### src/rtl/mem_port_arbiter.sv
// rtl/mem_port_arbiter.sv - serialises the CPU inst and data memory ports onto one physical port
// Requests sampled together are served back to back and acknowledged in one shared cycle.
module mem_port_arbiter #(
  parameter int WIDTH      = 16,
  parameter bit DATA_FIRST = 1'b1
) (
  input  logic             clk,
  input  logic             rst_n,
  input  logic             inst_mem_read,
  input  logic             inst_mem_write,
  input  logic [1:0]       inst_mem_byte_enable,
  input  logic [WIDTH-1:0] inst_mem_addr,
  input  logic [WIDTH-1:0] inst_mem_wdata,
  output logic [WIDTH-1:0] inst_mem_rdata,
  output logic             inst_mem_resp,
  input  logic             data_mem_read,
  input  logic             data_mem_write,
  input  logic [1:0]       data_mem_byte_enable,
  input  logic [WIDTH-1:0] data_mem_addr,
  input  logic [WIDTH-1:0] data_mem_wdata,
  output logic [WIDTH-1:0] data_mem_rdata,
  output logic             data_mem_resp,
  output logic             pmem_read,
  output logic             pmem_write,
  output logic [1:0]       pmem_wmask,
  output logic [WIDTH-1:0] pmem_address,
  output logic [WIDTH-1:0] pmem_wdata,
  input  logic [WIDTH-1:0] pmem_rdata,
  input  logic             pmem_resp
);

  typedef enum logic [1:0] {IDLE, FIRST, SECOND, RESP} state_t;

  state_t           state_q, state_d;
  logic             i_v_q, i_v_d, i_w_q, i_w_d;
  logic [1:0]       i_be_q, i_be_d;
  logic [WIDTH-1:0] i_addr_q, i_addr_d, i_wdata_q, i_wdata_d, i_rdata_q, i_rdata_d;
  logic             d_v_q, d_v_d, d_w_q, d_w_d;
  logic [1:0]       d_be_q, d_be_d;
  logic [WIDTH-1:0] d_addr_q, d_addr_d, d_wdata_q, d_wdata_d, d_rdata_q, d_rdata_d;
  logic             srv_data_q, srv_data_d;
  logic             gap_q, gap_d;

  logic             inst_req, data_req, act, srv_w, other_pending;
  logic [1:0]       srv_be;
  logic [WIDTH-1:0] srv_addr, srv_wdata;

  assign inst_req = inst_mem_read | inst_mem_write;
  assign data_req = data_mem_read | data_mem_write;

  // gap_q holds the strobe low for the first SECOND cycle so accesses never abut
  always_comb begin
    srv_w         = srv_data_q ? d_w_q     : i_w_q;
    srv_be        = srv_data_q ? d_be_q    : i_be_q;
    srv_addr      = srv_data_q ? d_addr_q  : i_addr_q;
    srv_wdata     = srv_data_q ? d_wdata_q : i_wdata_q;
    other_pending = srv_data_q ? i_v_q     : d_v_q;
    act           = (state_q == FIRST) || ((state_q == SECOND) && !gap_q);
    pmem_read     = act && !srv_w;
    pmem_write    = act && srv_w;
    pmem_wmask    = act ? (srv_w ? srv_be : 2'b11) : 2'b00;
    pmem_address  = act ? srv_addr  : '0;
    pmem_wdata    = act ? srv_wdata : '0;
  end

  assign inst_mem_resp  = (state_q == RESP) && i_v_q;
  assign data_mem_resp  = (state_q == RESP) && d_v_q;
  assign inst_mem_rdata = i_rdata_q;
  assign data_mem_rdata = d_rdata_q;

  always_comb begin
    state_d    = state_q;
    i_v_d      = i_v_q;
    i_w_d      = i_w_q;
    i_be_d     = i_be_q;
    i_addr_d   = i_addr_q;
    i_wdata_d  = i_wdata_q;
    i_rdata_d  = i_rdata_q;
    d_v_d      = d_v_q;
    d_w_d      = d_w_q;
    d_be_d     = d_be_q;
    d_addr_d   = d_addr_q;
    d_wdata_d  = d_wdata_q;
    d_rdata_d  = d_rdata_q;
    srv_data_d = srv_data_q;
    gap_d      = gap_q;

    if (act && pmem_resp && !srv_w) begin
      if (srv_data_q) d_rdata_d = pmem_rdata;
      else            i_rdata_d = pmem_rdata;
    end

    case (state_q)
      IDLE: begin
        i_v_d = inst_req;
        d_v_d = data_req;
        if (inst_req) begin
          i_w_d     = inst_mem_write;
          i_be_d    = inst_mem_byte_enable;
          i_addr_d  = inst_mem_addr;
          i_wdata_d = inst_mem_wdata;
        end
        if (data_req) begin
          d_w_d     = data_mem_write;
          d_be_d    = data_mem_byte_enable;
          d_addr_d  = data_mem_addr;
          d_wdata_d = data_mem_wdata;
        end
        if (inst_req || data_req) begin
          state_d    = FIRST;
          srv_data_d = data_req && (DATA_FIRST || !inst_req);
          gap_d      = 1'b0;
        end
      end
      FIRST: begin
        if (pmem_resp) begin
          if (other_pending) begin
            state_d    = SECOND;
            srv_data_d = !srv_data_q;
            gap_d      = 1'b1;
          end else begin
            state_d = RESP;
          end
        end
      end
      SECOND: begin
        gap_d = 1'b0;
        if (!gap_q && pmem_resp) state_d = RESP;
      end
      RESP: begin
        i_v_d   = 1'b0;
        d_v_d   = 1'b0;
        state_d = IDLE;
      end
      default: state_d = IDLE;
    endcase
  end

  always_ff @(posedge clk or negedge rst_n) begin
    if (!rst_n) begin
      state_q    <= IDLE;
      i_v_q      <= 1'b0;
      i_w_q      <= 1'b0;
      i_be_q     <= '0;
      i_addr_q   <= '0;
      i_wdata_q  <= '0;
      i_rdata_q  <= '0;
      d_v_q      <= 1'b0;
      d_w_q      <= 1'b0;
      d_be_q     <= '0;
      d_addr_q   <= '0;
      d_wdata_q  <= '0;
      d_rdata_q  <= '0;
      srv_data_q <= 1'b0;
      gap_q      <= 1'b0;
    end else begin
      state_q    <= state_d;
      i_v_q      <= i_v_d;
      i_w_q      <= i_w_d;
      i_be_q     <= i_be_d;
      i_addr_q   <= i_addr_d;
      i_wdata_q  <= i_wdata_d;
      i_rdata_q  <= i_rdata_d;
      d_v_q      <= d_v_d;
      d_w_q      <= d_w_d;
      d_be_q     <= d_be_d;
      d_addr_q   <= d_addr_d;
      d_wdata_q  <= d_wdata_d;
      d_rdata_q  <= d_rdata_d;
      srv_data_q <= srv_data_d;
      gap_q      <= gap_d;
    end
  end

endmodule

### config.mk
export PLATFORM = sky130hd
export DESIGN_NAME = mem_port_arbiter
export DESIGN_NICKNAME = d
export VERILOG_FILES = /design/src/rtl/mem_port_arbiter.sv
export SDC_FILE = /design/constraint.sdc
export NUM_CORES = 1
export LEC_CHECK = 0
export BUFFER_PORTS_ARGS = -buffer_cell sky130_fd_sc_hd__clkbuf_2
export CAP_MARGIN = 30
export CORE_MARGIN = 3
export CORE_UTILIZATION = 46
export CTS_CLUSTER_SIZE = 25
export DETAILED_ROUTE_END_ITERATION = 7
export PLACE_DENSITY = 0.77
export RECOVER_POWER = 25
export SYNTH_ARGS = -nofsm -noshare
export SYNTH_HDL_FRONTEND = slang
export SYNTH_SLANG_ARGS = --single-unit
### constraint.sdc
create_clock -name clk -period 2 [get_ports clk]
set_input_delay 0.1 -clock clk [delete_from_list [all_inputs] [get_ports clk]]
set_output_delay 0.1 -clock clk [all_outputs]
set_load 0.02 [all_outputs]
==> reports/metrics.cfg <==
[run_status]
run_status = completed

[layout]
layout.filler_cells = 716
seqCellArea_mm2 = 0.002704
syn_to_final_growth_pct = 43.25
multiInputGateArea_mm2 = 0.002021
final_net_count = 697
share_of_layout_cells_above_drive_strength_1_pct = 48.84

[grt]
grt_max_degree = 48
vias_in_the_first_global_route = 4135
grt_pass1_wl_mm = 20.00
gr-usage-all-layers_pct = 21.71
gr-total-overflow = 0
antenna_found_initial = 0

[setup_path]
cpLargestDelayFamily = simple AND/OR/NAND/NOR gates
worst_path_max_delay_cell = sky130_fd_sc_hd__or4b_1
cp_num_buf_inv = 2
critical_path_arrival_ps = 2180
criticalPathCategory = flop to flop
critPathMaxStageDelay_ps = 480
crit_path_start_kind = flop
cp-end-kind = flop
ordered_list_of_cells_on_the_worst_path = inv_1, ha_2, a21oi_4, or4b_1, buf_6, mux2_4
crit_path_max_fanout = 16
worstPathRequired_ps = 2240

[cts]
clk_pin_slew_worst_paths_ps = 90
cts_made_buffers = 9
root_buffer = sky130_fd_sc_hd__clkbuf_8
htree_num_levels = 3
cts_max_path_buffers = 2
numClockSinks = 108
worst_skew_pair.late_latency_ps = 370
post_cts_setup_inserts = 0
cts_tree = done

[power_and_ir_drop]
post-layout-total-power_mw = 11.28
power_frac_clock_pct = 11.5
power_density_mw_per_mm2 = 1627
share_of_power_burned_in_registers_pct = 35.0
net_sw_power_mw = 4.598
power_report.internal_total_mw = 6.678
switching_share_pct = 40.78
power.ir.vdd_worst_mv = 0.8638
total_leakage_power_nw = 3.439
combinationalPowerShare_pct = 53.5

[timing]
timing.clock.skew_ps = 19.94
final-max-slew-violation-count = 0
max_slew.worst_pin.slew_ps = 1045
setup-violations-final = 0
finalCritPeriodShare_pct = 96.81
relSlewSlack_pct = 30.31
final_critical_period_ps = 1936
timing.fmax_mhz = 516.5
final-hold-violation-count = 0
fin_setup_tns_ps = 0
rsz0062_at_grt = false

[die]
core_region_area_mm2 = 0.01000
fp.dieArea_mm2 = 0.01178
top_level_ports = 161
die_height_um = 108.5
initial_core_util_pct = 48.37
num_rows = 36
die_wd_um = 108.5

[logic_synthesis]
synth_nets = 444
seq_area_frac_synth_pct = 55.87
synth.ff_latch_count = 108
synth_area_mm2 = 0.004837
per_instance_average_area_after_synthesis_um2 = 13.90
yosys.area.top_type_share_pct = 55.87
synthDominantAreaCellType = sky130_fd_sc_hd__dfrtp_1
synth.top_cells.by_area = sky130_fd_sc_hd__dfrtp_1 (56%), sky130_fd_sc_hd__mux2_2 (19%), sky130_fd_sc_hd__mux2i_1 (6.8%), sky130_fd_sc_hd__mux2_4 (6.2%), sky130_fd_sc_hd__nor2_1 (2.9%)
ys_warn_count = 0
ys_types = 33
syn_inst = 348

[placement]
post_dp_hpwl_mm = 8.146
final_weighted_congestion_of_routability_driven_global_placement = 0.7680
io_port_bufs = 160

[route]
drt-vias-per-instance = 5.049
drtAntennaViolNets = 0
detail_route.first_pass.iterations = 4
drt-wirelength-per-cell_um = 16.77
via_count = 3736
postRouteWirelength_mm = 12.41
route.detailed.drc = 0
drt_iter0_markers = 118

[run]
cap_violations = 0

[hold_path]
hp-class = primary input to flop

Yosys cell counts:
library cell and count:
sky130_fd_sc_hd__a21oi_1 3, sky130_fd_sc_hd__a21oi_2 1, sky130_fd_sc_hd__a31o_2 1, sky130_fd_sc_hd__a31oi_1 2, sky130_fd_sc_hd__and2_1 2, sky130_fd_sc_hd__and2b_1 1, sky130_fd_sc_hd__and3_1 1, sky130_fd_sc_hd__buf_12 2
sky130_fd_sc_hd__buf_2 9, sky130_fd_sc_hd__buf_6 3, sky130_fd_sc_hd__clkbuf_1 5, sky130_fd_sc_hd__dfrtp_1 108, sky130_fd_sc_hd__ha_1 5, sky130_fd_sc_hd__inv_1 3, sky130_fd_sc_hd__mux2_2 80, sky130_fd_sc_hd__mux2_4 20
sky130_fd_sc_hd__mux2i_1 33, sky130_fd_sc_hd__nand2_1 13, sky130_fd_sc_hd__nand2b_1 2, sky130_fd_sc_hd__nand3_1 1, sky130_fd_sc_hd__nand4b_1 1, sky130_fd_sc_hd__nor2_1 38, sky130_fd_sc_hd__nor2b_1 1, sky130_fd_sc_hd__nor4b_1 1
sky130_fd_sc_hd__o21ai_0 1, sky130_fd_sc_hd__o21ai_1 2, sky130_fd_sc_hd__o221ai_1 1, sky130_fd_sc_hd__o22ai_1 2, sky130_fd_sc_hd__o2bb2a_1 1, sky130_fd_sc_hd__o31ai_1 2, sky130_fd_sc_hd__o32a_1 1, sky130_fd_sc_hd__or3_1 1
sky130_fd_sc_hd__or4b_1 1
worst reg2reg max path, cell delays in order (launching register included):
cell and delay, ps:
sky130_fd_sc_hd__dfrtp_1 450, sky130_fd_sc_hd__inv_1 130, sky130_fd_sc_hd__ha_2 210, sky130_fd_sc_hd__a21oi_4 50, sky130_fd_sc_hd__or4b_1 480, sky130_fd_sc_hd__buf_6 200, sky130_fd_sc_hd__mux2_4 310
timing repair:
action	CTS	global route
hold endpoints to repair	139	0
pin swaps	0	0
hold buffers	86	0
endpoints found under the setup margin	13	34
resized for setup	1	6
worst paths after layout:
kind | start | end | slack, ps | cells after the start
max reg2reg | state_q[1]$_DFFE_PN0P_ | inst_mem_rdata[12]$_DFFE_PN0P_ | 60 | 6
min reg2reg | i_wdata_q[5]$_DFFE_PN0P_ | i_wdata_q[5]$_DFFE_PN0P_ | 510 | 1
min in group asynchronous | rst_n | inst_mem_rdata[15]$_DFFE_PN0P_ | 450 | 2
max in group asynchronous | rst_n | data_mem_rdata[13]$_DFFE_PN0P_ | 440 | 3
max | state_q[1]$_DFFE_PN0P_ | inst_mem_rdata[12]$_DFFE_PN0P_ | 60 | 6
min | data_mem_write | d_w_q$_DFFE_PN0P_ | 30 | 3
cells in the final DEF (no fill, tap or decap), types with 2 or more instances in the layout:
cell type                         n
sky130_fd_sc_hd__o22ai_1          2
sky130_fd_sc_hd__clkbuf_2       160
sky130_fd_sc_hd__o21ai_4          2
sky130_fd_sc_hd__nor2_1          38
sky130_fd_sc_hd__clkbuf_8        11
sky130_fd_sc_hd__a21oi_1          3
sky130_fd_sc_hd__dfrtp_1        107
sky130_fd_sc_hd__and2_1           2
sky130_fd_sc_hd__mux2_2          80
sky130_fd_sc_hd__o31ai_1          2
sky130_fd_sc_hd__buf_12           4
sky130_fd_sc_hd__inv_1            3
sky130_fd_sc_hd__dlygate4sd3_1   86
sky130_fd_sc_hd__nand2b_1         2
sky130_fd_sc_hd__mux2i_1         33
sky130_fd_sc_hd__buf_4            6
sky130_fd_sc_hd__clkbuf_1         2
sky130_fd_sc_hd__ha_2             2
sky130_fd_sc_hd__a31oi_1          2
sky130_fd_sc_hd__buf_6            2
sky130_fd_sc_hd__ha_1             3
sky130_fd_sc_hd__inv_6            2
sky130_fd_sc_hd__mux2_4          20
sky130_fd_sc_hd__nand2_1         13
cells by family (layout without fill, tap and decap cells):
| family | after synthesis | after routing | synth area share (%) |
|---|---|---|---|
| mux | 133 | 133 | 31.66 |
| compound gates | 17 | 17 | 2.405 |
| other cells | 0 | 1 | 0 |
| fa+ha+maj | 5 | 5 | 1.293 |
| buf+inv | 22 | 280 | 3.078 |
| simple gates | 63 | 63 | 5.691 |
| flops | 108 | 108 | 55.87 |
layout make-up:
| cell class | instances | area share, % |
|---|---|---|
| Timing Repair Buffer | 261 | 26.44 |
| Sequential cell | 108 | 39.02 |
| Inverter | 3 | 0.1625 |
| Multi-Input combinational cell | 218 | 29.16 |
| Clock inverter | 5 | 0.5959 |
| Clock buffer | 11 | 2.185 |
| Tap cell | 133 | 2.402 |
| Antenna cell | 1 | 0.03611 |
state kept, by name, summed over array words and instances (netlist names):
signal / cells
d_addr_q: 16
d_be_q: 2
d_v_q: 1
d_w_q: 1
d_wdata_q: 16
data_mem_rdata: 16
gap_q: 1
i_addr_q: 16
i_be_q: 2
i_v_q: 1
i_w_q: 1
i_wdata_q: 16
inst_mem_rdata: 16
srv_data_q: 1
state_q: 2
layer usage:
layer	routed length (um)	share of wire, %	GRT usage, %
met1	4970	40	24.66
met2	6223	50	38.57
met3	1013	8.2	6.925
met5	0	0	0
met4	204	1.6	7.124
metrics by stage:
step | area (um^2) | worst slack [ps] | hold slack (ps) | utilization (%) | instances
after CTS | 6920 | 20.86 | 13.75 | 69.21 | 739
after global routing | 6927 | 10.62 | 26.50 | 69.27 | 739
after global placement | 5871 | 116.0 | 115.3 | 58.71 | 638
after floorplan | 4837 | 14.14 | -195.6 | - | 348
final | 6929 | 63.78 | 28.78 | 69.29 | 740
after detailed placement | 5871 | 44.80 | 119.7 | 58.71 | 638
power groups by stage:
stage,clock network (mW),logic [mW],registers (mW)
finish,1.30,6.03,3.95
global route,1.41,6.51,4.08
CTS,1.33,6.01,3.92
detailed placement,0,5.88,3.97
global placement,0,5.73,3.90
floorplan,0,3.76,4.21
Note: power is estimated with default switching activity, not from simulation.
